### config.mk
export PLATFORM = sky130hd
export DESIGN_NAME = sink_rr_arbiter
export DESIGN_NICKNAME = d
export VERILOG_FILES = /design/src/rtl/sink_arb_pkg.sv /design/src/rtl/sink_ffs_enc.sv /design/src/rtl/sink_rr_arbiter.sv
export SDC_FILE = /design/constraint.sdc
export NUM_CORES = 1
export LEC_CHECK = 0
export CAP_MARGIN = 20
export CORE_MARGIN = 3
export CORE_UTILIZATION = 42
export DETAILED_ROUTE_END_ITERATION = 7
export GPL_ROUTABILITY_DRIVEN = 0
export PLACE_DENSITY = 0.83
export SLEW_MARGIN = 20
export SYNTH_ARGS = -nofsm -noshare
export SYNTH_HDL_FRONTEND = slang
export SYNTH_SLANG_ARGS = --single-unit
### constraint.sdc
create_clock -name clk -period 3.2 [get_ports clk]
set_input_delay 0.48 -clock clk [delete_from_list [all_inputs] [get_ports clk]]
set_output_delay 0.48 -clock clk [all_outputs]
set_load 0.01 [all_outputs]
### src/rtl/sink_arb_pkg.sv
// Shared constants and state type for the sink round-robin arbiter.
package sink_arb_pkg;

  localparam int DEF_NUM_SINKS      = 64;
  localparam int DEF_LOG2_NUM_SINKS = 6;

  typedef enum logic [1:0] {
    IDLE  = 2'd0,
    GRANT = 2'd1,
    LOCK  = 2'd2
  } arb_state_e;

endpackage

### src/rtl/sink_ffs_enc.sv
// Find-lowest-set-bit encoder; idx is 0 and found is 0 when vec is empty.
module sink_ffs_enc
  import sink_arb_pkg::*;
#(
  parameter int NUM_SINKS      = DEF_NUM_SINKS,
  parameter int LOG2_NUM_SINKS = DEF_LOG2_NUM_SINKS
) (
  input  logic [NUM_SINKS-1:0]      vec,
  output logic [LOG2_NUM_SINKS-1:0] idx,
  output logic                      found
);

  // Scan from the top down so the lowest set bit is the last one written.
  always_comb begin
    idx   = '0;
    found = 1'b0;
    for (int i = NUM_SINKS - 1; i >= 0; i--) begin
      if (vec[i]) begin
        idx   = LOG2_NUM_SINKS'(i);
        found = 1'b1;
      end
    end
  end

endmodule

### src/rtl/sink_rr_arbiter.sv
// Round-robin arbiter driving the output mux select for NUM_SINKS sinks.
// Optional packet locking (no interleave across a packet) with SINK_ARB_LOCK_EN.
module sink_rr_arbiter
  import sink_arb_pkg::*;
#(
  parameter int NUM_SINKS      = DEF_NUM_SINKS,
  parameter int LOG2_NUM_SINKS = DEF_LOG2_NUM_SINKS
) (
  input  logic                      clk,
  input  logic                      rst,
  input  logic [NUM_SINKS-1:0]      req,
  input  logic [NUM_SINKS-1:0]      last,
  input  logic                      out_ready,
  output logic                      gnt_valid,
  output logic [LOG2_NUM_SINKS-1:0] gnt_idx,
  output logic [NUM_SINKS-1:0]      gnt_onehot,
  output logic [NUM_SINKS-1:0]      ack
);

  localparam logic [LOG2_NUM_SINKS-1:0] PTR_RESET = LOG2_NUM_SINKS'(NUM_SINKS - 1);

  arb_state_e                state_reg;
  logic [LOG2_NUM_SINKS-1:0] ptr_reg;
  logic [LOG2_NUM_SINKS-1:0] gnt_idx_reg;
  logic [NUM_SINKS-1:0]      gnt_onehot_reg;
  logic                      gnt_valid_reg;

  logic [LOG2_NUM_SINKS-1:0] sel_ptr;
  logic [NUM_SINKS-1:0]      masked;
  logic [LOG2_NUM_SINKS-1:0] masked_idx;
  logic [LOG2_NUM_SINKS-1:0] req_idx;
  logic [LOG2_NUM_SINKS-1:0] win_idx;
  logic [NUM_SINKS-1:0]      win_onehot;
  logic                      masked_found;
  logic                      req_found;
  logic                      xfer;
  logic                      gnt_dropped;
  logic                      hold_lock;
  logic                      rearb;

  assign xfer        = gnt_valid_reg & out_ready;
  assign gnt_dropped = gnt_valid_reg & ~req[gnt_idx_reg];

  // On a transfer the mask already reflects the sink just served.
  assign sel_ptr = xfer ? gnt_idx_reg : ptr_reg;

  generate
    for (genvar gi = 0; gi < NUM_SINKS; gi++) begin : g_sink
      assign masked[gi]     = req[gi] & (gi > int'(sel_ptr));
      assign win_onehot[gi] = (int'(win_idx) == gi);
    end
  endgenerate

  sink_ffs_enc #(
    .NUM_SINKS      (NUM_SINKS),
    .LOG2_NUM_SINKS (LOG2_NUM_SINKS)
  ) u_enc_masked (
    .vec   (masked),
    .idx   (masked_idx),
    .found (masked_found)
  );

  sink_ffs_enc #(
    .NUM_SINKS      (NUM_SINKS),
    .LOG2_NUM_SINKS (LOG2_NUM_SINKS)
  ) u_enc_req (
    .vec   (req),
    .idx   (req_idx),
    .found (req_found)
  );

  assign win_idx = masked_found ? masked_idx : req_idx;

`ifdef SINK_ARB_LOCK_EN
  assign hold_lock = ~last[gnt_idx_reg];
`else
  logic unused_last;
  assign unused_last = ^last;
  assign hold_lock   = 1'b0;
`endif

  // A pending grant without out_ready is frozen unless its requester vanished.
  assign rearb = (state_reg == IDLE) | (xfer & ~hold_lock) | (~xfer & gnt_dropped);

  always_ff @(posedge clk or posedge rst) begin
    if (rst) begin
      state_reg      <= IDLE;
      ptr_reg        <= PTR_RESET;
      gnt_idx_reg    <= '0;
      gnt_onehot_reg <= '0;
      gnt_valid_reg  <= 1'b0;
    end else if (rearb) begin
      if (xfer) begin
        ptr_reg <= gnt_idx_reg;
      end
      if (req_found) begin
        state_reg      <= GRANT;
        gnt_valid_reg  <= 1'b1;
        gnt_idx_reg    <= win_idx;
        gnt_onehot_reg <= win_onehot;
      end else begin
        state_reg      <= IDLE;
        gnt_valid_reg  <= 1'b0;
        gnt_onehot_reg <= '0;
      end
`ifdef SINK_ARB_LOCK_EN
    end else if (xfer) begin
      state_reg <= LOCK;
`endif
    end
  end

  assign gnt_valid  = gnt_valid_reg;
  assign gnt_idx    = gnt_idx_reg;
  assign gnt_onehot = gnt_onehot_reg;
  assign ack        = out_ready ? gnt_onehot_reg : '0;

endmodule

==> impl_metrics.tcl, run 1 <==
set metrics [dict create \
    synth_top_area_frac 0.231 \
    track_usage 0.713 \
    error_line "[ERROR GRT-0232] Routing congestion too high. Check the congestion heatmap in the GUI." \
    synth_area_sq_um 7680 \
    ys_types 98 \
    rows 48 \
    die_h_microns 141 \
    dpl.hpwl_microns 26800 \
    place_area_sq_um 12100 \
    status "aborted with a tool error" \
    start_util 0.436 \
    port_buffers 201 \
    worst-ep-kind "register data pin" \
    yosysWarnings 0 \
    clock_path_buffers 2 \
    clockRootBuffer "clkbuf_16" \
    grt_overflow_total 18 \
    async_flop_share 1.00 \
    synth_nets 1022 \
    io-pin-count 266 \
    clkSinkCount 77 \
    synth.avg_cell_area_sq_um 8.62 \
    grt-worst-endpoint "gnt_onehot[26]$_DFFE_PP0N_/D" \
    ys_seq_elements 77 \
    seq_area_frac_synth 0.252 \
    stop_stage "5_1_grt" \
    synth-edff-count 0 \
    synth_cells 891 \
    post-synth-top-count-cell "nand2_1" \
    die_w_microns 141 \
    synthTopCellsByArea "dfrtp_1 23%, and2_1 6.0%, mux4_2 5.9%, nand2_1 5.1%, o41ai_2 5.1%" \
    grt_max_degree 42 \
    postCtsHoldBufs 0 \
    yosysTopAreaCell "dfrtp_1" \
    synthTopCellsByCount "105 x nand2_1, 74 x and2_1, 71 x dfrtp_1" \
    numCtsBuffers 9 \
    htreeDepth 3 \
    ys.flop_type "dfrtp_1" \
]
==> cells by family after synthesis <==
family,share of synthesized area
AND/OR/NAND/NOR,0.277
multiplexers,0.0686
buffers and inverters,0.0613
AO/OA/AOI/OAI,0.341
flip-flops,0.252
==> metal layers <==
layer,track usage,overflow
met4,0.677,5
met2,0.861,12
met5,0.353,0
met1,0.710,1
met3,0.592,0
==> through the flow <==
| step | cells | hold WS (ns) | setup slack (ns) | utilization |
|---|---|---|---|---|
| 3_5_place_dp | 1560 | 0.491 | -0.883 | 0.688 |
| 3_3_place_gp | 1560 | 0.473 | -0.790 | 0.688 |
| 2_1_floorplan | 891 | 0.523 | -0.0781 | - |
| 4_1_cts | 1637 | 0.505 | -0.455 | 0.787 |
==> what timing repair did <==
item	CTS
endpoints found under the setup margin	70
setup buffers	52
cloned	9
endpoints found under the hold margin	0
resized for setup	141
pin swaps	24
==> inputs of run 2 (changes only) <==
--- a/config.mk
+++ b/config.mk
@@ -7,10 +7,10 @@
 export LEC_CHECK = 0
 export CAP_MARGIN = 20
 export CORE_MARGIN = 3
-export CORE_UTILIZATION = 42
+export CORE_UTILIZATION = 29
 export DETAILED_ROUTE_END_ITERATION = 7
 export GPL_ROUTABILITY_DRIVEN = 0
-export PLACE_DENSITY = 0.83
+export PLACE_DENSITY_LB_ADDON = 0.15
 export SLEW_MARGIN = 20
 export SYNTH_ARGS = -nofsm -noshare
 export SYNTH_HDL_FRONTEND = slang
==> constraint.sdc (replaced) <==
create_clock -name clk -period 4.2 [get_ports clk]
set_input_delay 0.63 -clock clk [delete_from_list [all_inputs] [get_ports clk]]
set_output_delay 0.63 -clock clk [all_outputs]
set_load 0.01 [all_outputs]
==> impl_metrics.tcl, run 2 <==
set metrics [dict create \
    status "finished, final reports clean" \
    worstMarginPinSlew_ns 0.886 \
    clock_skew_ns 0.00925 \
    synth_top_area_frac 0.231 \
    grt_pass1_vias 8242 \
    critPathBufInv 4 \
    antenna_found_initial 0 \
    htreeDepth 3 \
    numCtsBuffers 9 \
    p_leak_nw 4.69 \
    critPathLaunchType "flip-flop" \
    dp_cells 1552 \
    dpl.hpwl_microns 25400 \
    place_area_sq_um 11400 \
    crit_required_ns 4.44 \
    antenna_left 0 \
    worst_hold_slack_ns 0.497 \
    crit_type "flip-flop to flip-flop" \
    maxSlewHeadroom 0.409 \
    grt_max_degree 65 \
    coreArea_sq_um 25600 \
    finalNetCount 1364 \
    path_delay_family "compound AO/OA/AOI/OAI gates" \
    final_cell_area_sq_um 11700 \
    cp_cell_sequence "buf_4 > a21bo_2 > and2_1 > clkinv_2 > nand4_1 > a31oi_2 > a2111oi_0 > o41ai_1 > buf_4 > a211oi_1 > o21a_1 > nor2_2 > buf_12 > o41ai_2" \
    cpMostUsedCell "buf_4" \
    fin_ws_ns 0.168 \
    ys_seq_elements 77 \
    critPathArrivalTime_ns 4.27 \
    synthTopCellsByArea "dfrtp_1 23%, and2_1 6.0%, mux4_2 5.9%, nand2_1 5.1%, o41ai_2 5.1%" \
    postCtsHoldBufs 0 \
    clk_latency_ns 0.35 \
    synthTopCellsByCount "105 x nand2_1, 74 x and2_1, 71 x dfrtp_1" \
    clock_path_buffers 2 \
    final_cell_mix "200 x clkdlybuf4s50_1, 175 x buf_4, 105 x nand2_1" \
    max_clock_freq_mhz 248 \
    wl_microns 31500 \
    total_power_mw 5.17 \
    met1_usage 0.318 \
    largest_reg_flops 64 \
    rows 58 \
    worstReg2RegStart "gnt_valid" \
    cp_max_fo 18 \
    finalCritPeriodShare 0.960 \
    io-pin-count 266 \
    die_h_microns 169 \
    seq_area_frac_synth 0.252 \
    syn2layout_area_growth_pct 52.1 \
    dr.first_iter.drc_count 898 \
    post-synth-top-count-cell "nand2_1" \
    endpoint_kind "flip-flop" \
    synth_nets 1022 \
    critical-path-max-stage-delay_ns 0.56 \
    clockRootBuffer "clkbuf_16" \
    dr_total_vias 8827 \
    setup_tns_ns 0 \
    min_from "gnt_onehot[61]" \
    viasPerCell 5.63 \
    peakVddDrop_mv 0.300 \
    place_worst_setup_slack_ns -0.143 \
    crit_path_start "gnt_valid" \
    synth.avg_cell_area_sq_um 8.62 \
    synth_area_sq_um 7680 \
    drive_gt1_frac 0.271 \
    drc_errors 0 \
    yosysTopAreaCell "dfrtp_1" \
    hp-class "flip-flop to flip-flop" \
    fin_cells 1568 \
    finalSetupViolCount 0 \
    diodes 0 \
    tritoncts "done" \
    grt_overflow_total 0 \
    ys_types 98 \
    clkSinkCount 77 \
    async_flop_share 1.00 \
    drtPass1Iterations 5 \
    slowest_stage "dfrtp_2" \
    synth_cells 891 \
    met3_usage 0.0327 \
    maxSlewViolCount 0 \
    rsz0062_at_grt "no" \
    track_usage 0.215 \
    clkTransAtPathRegs_ns 0.07 \
    fin_crit_ns 4.03 \
    layout_commonest_cell "clkdlybuf4s50_1" \
    synth-edff-count 0 \
    finalHoldViolCount 0 \
    ff2ff_setup_slack_ns 0.17 \
    busiest_layer "met2" \
    cellPowerDensity_nw_per_um2 443 \
    port_buffers 201 \
    fp.dieArea_sq_um 28500 \
    yosysWarnings 0 \
    wire_per_inst_microns 20.1 \
    use_met2 0.333 \
    grt_pass1_wl_microns 48600 \
    start_util 0.300 \
    ys.flop_type "dfrtp_1" \
    final_core_util 0.456 \
    cap_violations 0 \
    die_w_microns 169 \
]
-- run 2: layout make-up --
type                    instances  area (sq um)
clock buffers                   9           225
flip-flops and latches         77          1940
fillers                      2539         13900
repair buffers                391          3620
multi-input cells             730          5330
clock inverters                 7          57.6
inverters                      24          91.3
well taps                     330           413
-- run 2: path summary, 6_finish.rpt --
kind | to | cells past startpoint
setup / recovery | gnt_onehot[44] | 14
hold / removal | gnt_onehot[61] | 2
setup reg to reg | gnt_onehot[44] | 14
hold reg to reg | gnt_onehot[61] | 2
max in group asynchronous | gnt_valid | 3
min in group asynchronous | gnt_onehot[27] | 3
-- run 2: cell families after synthesis --
family	Yosys count	share of synthesized area
DFF	77	0.252
and+or+nand+nor	389	0.277
AOI/OAI and AO/OA	314	0.341
buffers and inverters	84	0.0613
muxes	27	0.0686
-- run 2: per-layer routing --
| layer | up-vias | part of all wire |
|---|---|---|
| li1 | 4142 | - |
| met1 | 4304 | 0.46 |
| met2 | 356 | 0.45 |
| met3 | 25 | 0.071 |
| met4 | 0 | 0.014 |
| met5 | - | 0 |
-- run 2: repair_timing --
item,in CTS,in global routing
resized for setup,0,6
setup buffers,0,0
setup endpoints to repair,0,66
endpoints found under the hold margin,0,0
-- run 2: worst register-to-register path: cells and delay by family (launching register included) --
| family | cells | cell delay (ns) |
|---|---|---|
| compound gates | 7 | 2.07 |
| buf+inv | 4 | 0.71 |
| flops | 1 | 0.56 |
| simple gates | 3 | 0.58 |
-- run 2: power by group --
| part | switching, mW | internal [mW] |
|---|---|---|
| sequential | 0.142 | 0.849 |
| combinational | 1.91 | 1.51 |
| clock | 0.348 | 0.409 |
| total | 2.40 | 2.77 |
(Power assumes the default switching activity.)
==> inputs of run 3 (changes only) <==
--- a/config.mk
+++ b/config.mk
@@ -9,7 +9,7 @@
 export CORE_MARGIN = 3
 export CORE_UTILIZATION = 29
 export DETAILED_ROUTE_END_ITERATION = 7
-export GPL_ROUTABILITY_DRIVEN = 0
+export GPL_ROUTABILITY_DRIVEN = 1
 export PLACE_DENSITY_LB_ADDON = 0.15
 export SLEW_MARGIN = 20
 export SYNTH_ARGS = -nofsm -noshare
==> impl_metrics.tcl, run 3 (synthesized netlist as in run 2, its figures left out) <==
set metrics [dict create \
    dpl.hpwl_microns 26300 \
    tritoncts "done" \
    fin_ws_ns 0.155 \
    dp_cells 1590 \
    place_area_sq_um 11700 \
    io-pin-count 266 \
    start_util 0.300 \
    clockRootBuffer "clkbuf_16" \
    die_h_microns 169 \
    crit_path_start "out_ready" \
    r2r_cells 15 \
    fin_crit_ns 4.04 \
    max_clock_freq_mhz 247 \
    port_buffers 201 \
    cap_violations 0 \
    crit_type "input pin to flip-flop" \
    worstMarginPinSlew_ns 0.712 \
    final_core_util 0.468 \
    cellPowerDensity_nw_per_um2 444 \
    grt_pass1_wl_microns 50200 \
    dr_total_vias 9022 \
    min_path_cells 2 \
    track_usage 0.222 \
    grt_overflow_total 0 \
    worst_hold_slack_ns 0.494 \
    drive_gt1_frac 0.294 \
    numCtsBuffers 9 \
    wire_per_inst_microns 20.2 \
    dr.first_iter.drc_count 783 \
    syn2layout_area_growth_pct 56.1 \
    fin_cells 1607 \
    fp.dieArea_sq_um 28500 \
    wl_microns 32500 \
    rows 58 \
    crit_required_ns 4.43 \
    min_from "gnt_onehot[9]" \
    clock_path_buffers 2 \
    finalNetCount 1403 \
    clock_skew_ns 0.0122 \
    clkSinkCount 77 \
    hp-class "flip-flop to flip-flop" \
    largest_reg_flops 64 \
    status "finished, final reports clean" \
    final_cell_area_sq_um 12000 \
    cp_max_fo 14 \
    critPathArrivalTime_ns 4.27 \
    grt_max_degree 65 \
    clk_latency_ns 0.34 \
    multiInputGateArea_sq_um 5350 \
    diodes 0 \
    antenna_found_initial 0 \
    endpoint_kind "flip-flop" \
    total_power_mw 5.32 \
    worstReg2RegStart "ptr_reg[5]" \
    finalCritPeriodShare 0.963 \
    coreArea_sq_um 25600 \
    place_worst_setup_slack_ns -0.249 \
    critPathLaunchType "input pin" \
    clkTransAtPathRegs_ns 0.06 \
    routabilityCongestion 0.978 \
    finalHoldViolCount 0 \
    drtPass1Iterations 5 \
    final_cell_mix "214 x buf_4, 200 x clkdlybuf4s50_1, 105 x nand2_1" \
    layout_commonest_cell "buf_4" \
    fillers 2578 \
    antenna_left 0 \
    drc_errors 0 \
    peakVddDrop_mv 0.287 \
    htreeDepth 3 \
    setup_tns_ns 0 \
    grt_pass1_vias 8709 \
    maxSlewHeadroom 0.518 \
    die_w_microns 169 \
    viasPerCell 5.61 \
    p_leak_nw 4.88 \
    maxSlewViolCount 0 \
    final-seq-area_sq_um 1940 \
    finalSetupViolCount 0 \
]
==> run 3: cell types whose count changed in the layout (fill, tap and decap cells not counted), sizes merged <==
cell  delta
buf     +39
==> run 3: worst max-delay path, cell delays in order <==
cell and delay (ns):
buf_2 0.19, buf_4 0.20, a21bo_2 0.22, and2_1 0.27
buf_4 0.21, o211ai_1 0.21, and3_4 0.25, nand3b_1 0.12
buf_4 0.19, nor4_4 0.34, buf_4 0.19, nand3_1 0.18
a211oi_2 0.27, buf_4 0.15, nor2b_4 0.04, buf_12 0.14
buf_12 0.14, o41ai_2 0.32
==> run 3: final timing paths <==
path                             endpoint  slack [ns]
min in group asynchronous  gnt_onehot[31]        0.71
min reg2reg                 gnt_onehot[9]        0.49
max                        gnt_onehot[37]        0.16
max reg2reg                gnt_onehot[37]        0.16
max in group asynchronous      gnt_idx[1]        2.96
min                         gnt_onehot[9]        0.49
==> run 3: where the power goes <==
part	total [mW]	switching (mW)	internal (mW)
combinational	3.59	1.97	1.62
clock	0.748	0.340	0.409
sequential	0.981	0.131	0.850
==> run 3: timing repair <==
item | CTS | global route
hold buffers | 0 | 0
setup endpoints to repair | 0 | 59
buffers inserted | 0 | 1
resized for setup | 0 | 11
==> run 3: metal layers <==
layer | vias up | global-route usage | part of all wire
met3 | 35 | 0.0376 | 0.068
met2 | 372 | 0.352 | 0.45
met1 | 4383 | 0.318 | 0.46
li1 | 4232 | - | -
met4 | 0 | 0.0455 | 0.018
met5 | - | 0 | 0
==> run 3: layout make-up <==
class / count / area share
sequential: 77 / 0.162
clock inverter: 7 / 0.00480
inverter: 24 / 0.00762
clock buffer: 9 / 0.0188
timing repair buffer: 430 / 0.327
multi-input combinational: 730 / 0.446
tap: 330 / 0.0345
==> inputs of run 4 (changes only) <==
--- a/config.mk
+++ b/config.mk
@@ -5,6 +5,7 @@
 export SDC_FILE = /design/constraint.sdc
 export NUM_CORES = 1
 export LEC_CHECK = 0
+export ABC_AREA = 1
 export CAP_MARGIN = 20
 export CORE_MARGIN = 3
 export CORE_UTILIZATION = 29
==> impl_metrics.tcl, run 4 <==
set metrics [dict create \
    htreeDepth 3 \
    post-synth-top-count-cell "nand2_1" \
    fin_cells 1826 \
    critPathArrivalTime_ns 5.05 \
    crit_required_ns 4.42 \
    cp_max_fo 8 \
    async_flop_share 1.00 \
    finalSetupViolCount 66 \
    synth_area_sq_um 6840 \
    start_util 0.298 \
    finalCritPeriodShare 1.15 \
    final-seq-area_sq_um 1940 \
    wire_per_inst_microns 15.4 \
    synthTopCellsByCount "437 x nand2_1, 197 x inv_1, 108 x nor2_1" \
    syn2layout_area_growth_pct 62.0 \
    coreArea_sq_um 22900 \
    finalHoldViolCount 0 \
    hp-class "flip-flop to flip-flop" \
    status "finished with violations" \
    synth_cells 1171 \
    fillers 2349 \
    fin_crit_ns 4.83 \
    endpoint_kind "flip-flop" \
    dpl.hpwl_microns 21300 \
    antenna_left 0 \
    rsz0062_at_grt "yes" \
    ys_types 41 \
    fin_ws_ns -0.633 \
    maxSlewHeadroom 0.467 \
    cpMostUsedCell "nand2_1" \
    viasPerCell 4.67 \
    ys.flop_type "dfrtp_1" \
    synth_nets 1302 \
    peakVddDrop_mv 0.319 \
    dr.first_iter.drc_count 553 \
    critical-path-max-stage-delay_ns 0.48 \
    fp.dieArea_sq_um 25500 \
    dr_total_vias 8528 \
    synth.avg_cell_area_sq_um 5.84 \
    place_worst_setup_slack_ns -0.956 \
    crit_type "flip-flop to flip-flop" \
    die_w_microns 160 \
    min_path_cells 2 \
    violations "setup timing" \
    io-pin-count 266 \
    layout_commonest_cell "nand2_1" \
    worst_hold_slack_ns 0.514 \
    wl_microns 28100 \
    dp_cells 1789 \
    multiInputGateArea_sq_um 4140 \
    total_power_mw 4.85 \
    power_frac_comb 0.647 \
    grt_overflow_total 0 \
    synth-edff-count 0 \
    clockRootBuffer "clkbuf_16" \
    grt_pass1_wl_microns 44600 \
    clkSinkCount 77 \
    cellPowerDensity_nw_per_um2 438 \
    port_buffers 201 \
    slowest_stage "dfrtp_2" \
    switching_power_mw 2.15 \
    synthTopCellsByArea "dfrtp_1 26%, nand2_1 24%, inv_1 11%, nor2_1 5.9%, o21ai_0 4.9%" \
    drive_gt1_frac 0.180 \
    clock_skew_ns 0.00678 \
    grt_max_degree 65 \
    maxSlewViolCount 0 \
    clk_latency_ns 0.34 \
    p_int_mw 2.70 \
    numCtsBuffers 9 \
    yosysTopAreaCell "dfrtp_1" \
    ys_seq_elements 77 \
    antenna_found_initial 0 \
    die_h_microns 160 \
    routabilityCongestion 0.937 \
    clkTransAtPathRegs_ns 0.05 \
    cap_violations 0 \
    track_usage 0.215 \
    clock_path_buffers 2 \
    p_leak_nw 5.89 \
    grt_pass1_vias 8330 \
    worstMarginPinSlew_ns 0.799 \
    r2r_cells 64 \
    diodes 0 \
    critPathLaunchType "flip-flop" \
    drtPass1Iterations 5 \
    final_cell_mix "424 x nand2_1, 199 x clkdlybuf4s50_1, 193 x inv_1" \
    seq_power_share 0.179 \
    drc_errors 0 \
    finalNetCount 1639 \
    max_clock_freq_mhz 207 \
    rows 55 \
    largest_reg_flops 64 \
    seq_area_frac_synth 0.283 \
    p_clk_frac 0.174 \
    tritoncts "done" \
    p_sw_frac 0.444 \
    synth_top_area_frac 0.260 \
    yosysWarnings 0 \
]
==> run 4: cell count changes after synthesis, sizes merged, moves of 12 or more <==
cell   change
nand2    +336
inv      +181
and2      -75
nor2      +67
o31ai     -44
nand3     +36
o41ai     -31
buf       -27
o21ai     +22
mux4      -20
and3      -18
nand4     +16
o21a      -12
==> run 4: power groups by stage <==
stage | combinational (mW) | sequential [mW] | clock, mW
final | 3.14 | 0.869 | 0.846
after CTS | 3.12 | 0.869 | 0.861
after global routing | 3.37 | 0.877 | 0.890
after detailed placement | 2.68 | 0.877 | 0
after global placement | 2.69 | 0.880 | 0
after floorplan | 1.39 | 0.903 | 0
==> run 4: logic make-up (layout without fill, tap and decap cells) <==
| logic type | count (synthesis) | in the layout | share of synthesized area |
|---|---|---|---|
| buffers and inverters | 244 | 586 | 0.140 |
| flip-flops | 77 | 77 | 0.283 |
| AND/OR/NAND/NOR | 685 | 685 | 0.438 |
| AO/OA/AOI/OAI | 165 | 165 | 0.140 |
==> run 4: final timing paths <==
kind	from	to	slack (ns)
setup / recovery	gnt_valid	gnt_onehot[23]	-0.63
hold / removal	gnt_onehot[40]	gnt_onehot[40]	0.51
setup reg to reg	gnt_valid	gnt_onehot[23]	-0.63
hold reg to reg	gnt_onehot[40]	gnt_onehot[40]	0.51
max in group asynchronous	rst	gnt_onehot[46]	2.74
min in group asynchronous	rst	gnt_onehot[5]	0.64
==> run 4: cell type report <==
type / count / share of cell area
multi-input combinational: 850 / 0.374
timing repair buffer: 365 / 0.316
sequential: 77 / 0.175
inverter: 205 / 0.0704
tap: 313 / 0.0354
clock buffer: 12 / 0.0232
clock inverter: 4 / 0.00632
==> run 4: repair_timing <==
action | CTS | global route
gates cloned | 4 | 1
hold buffers | 0 | 0
setup buffers | 12 | 6
resized for setup | 31 | 19
pin swaps | 26 | 32
endpoints found under the setup margin | 66 | 67
==> run 4: worst max-delay path: cells and delay by family, from the launching register on <==
| kind | cells | cell delay [ns] |
|---|---|---|
| buf+inv | 5 | 0.69 |
| compound gates | 2 | 0.45 |
| simple gates | 57 | 3.08 |
| flops | 1 | 0.48 |
==> run 4: stage by stage <==
step	utilization	cell area, sq um	setup TNS [ns]
5_1_grt	0.483	11100	-85.00
2_1_floorplan	-	6900	-17.67
3_5_place_dp	0.450	10300	-60.41
3_3_place_gp	0.450	10300	-59.40
4_1_cts	0.479	11000	-36.50
6_report	0.483	11100	-37.10
==> run 4: metal layers <==
layer	routed length, microns	global-route usage	vias up
met2	12900	0.352	262
li1	-	-	4363
met3	1610	0.0346	21
met1	13300	0.304	3882
met4	323	0.0350	0
met5	0	0	-
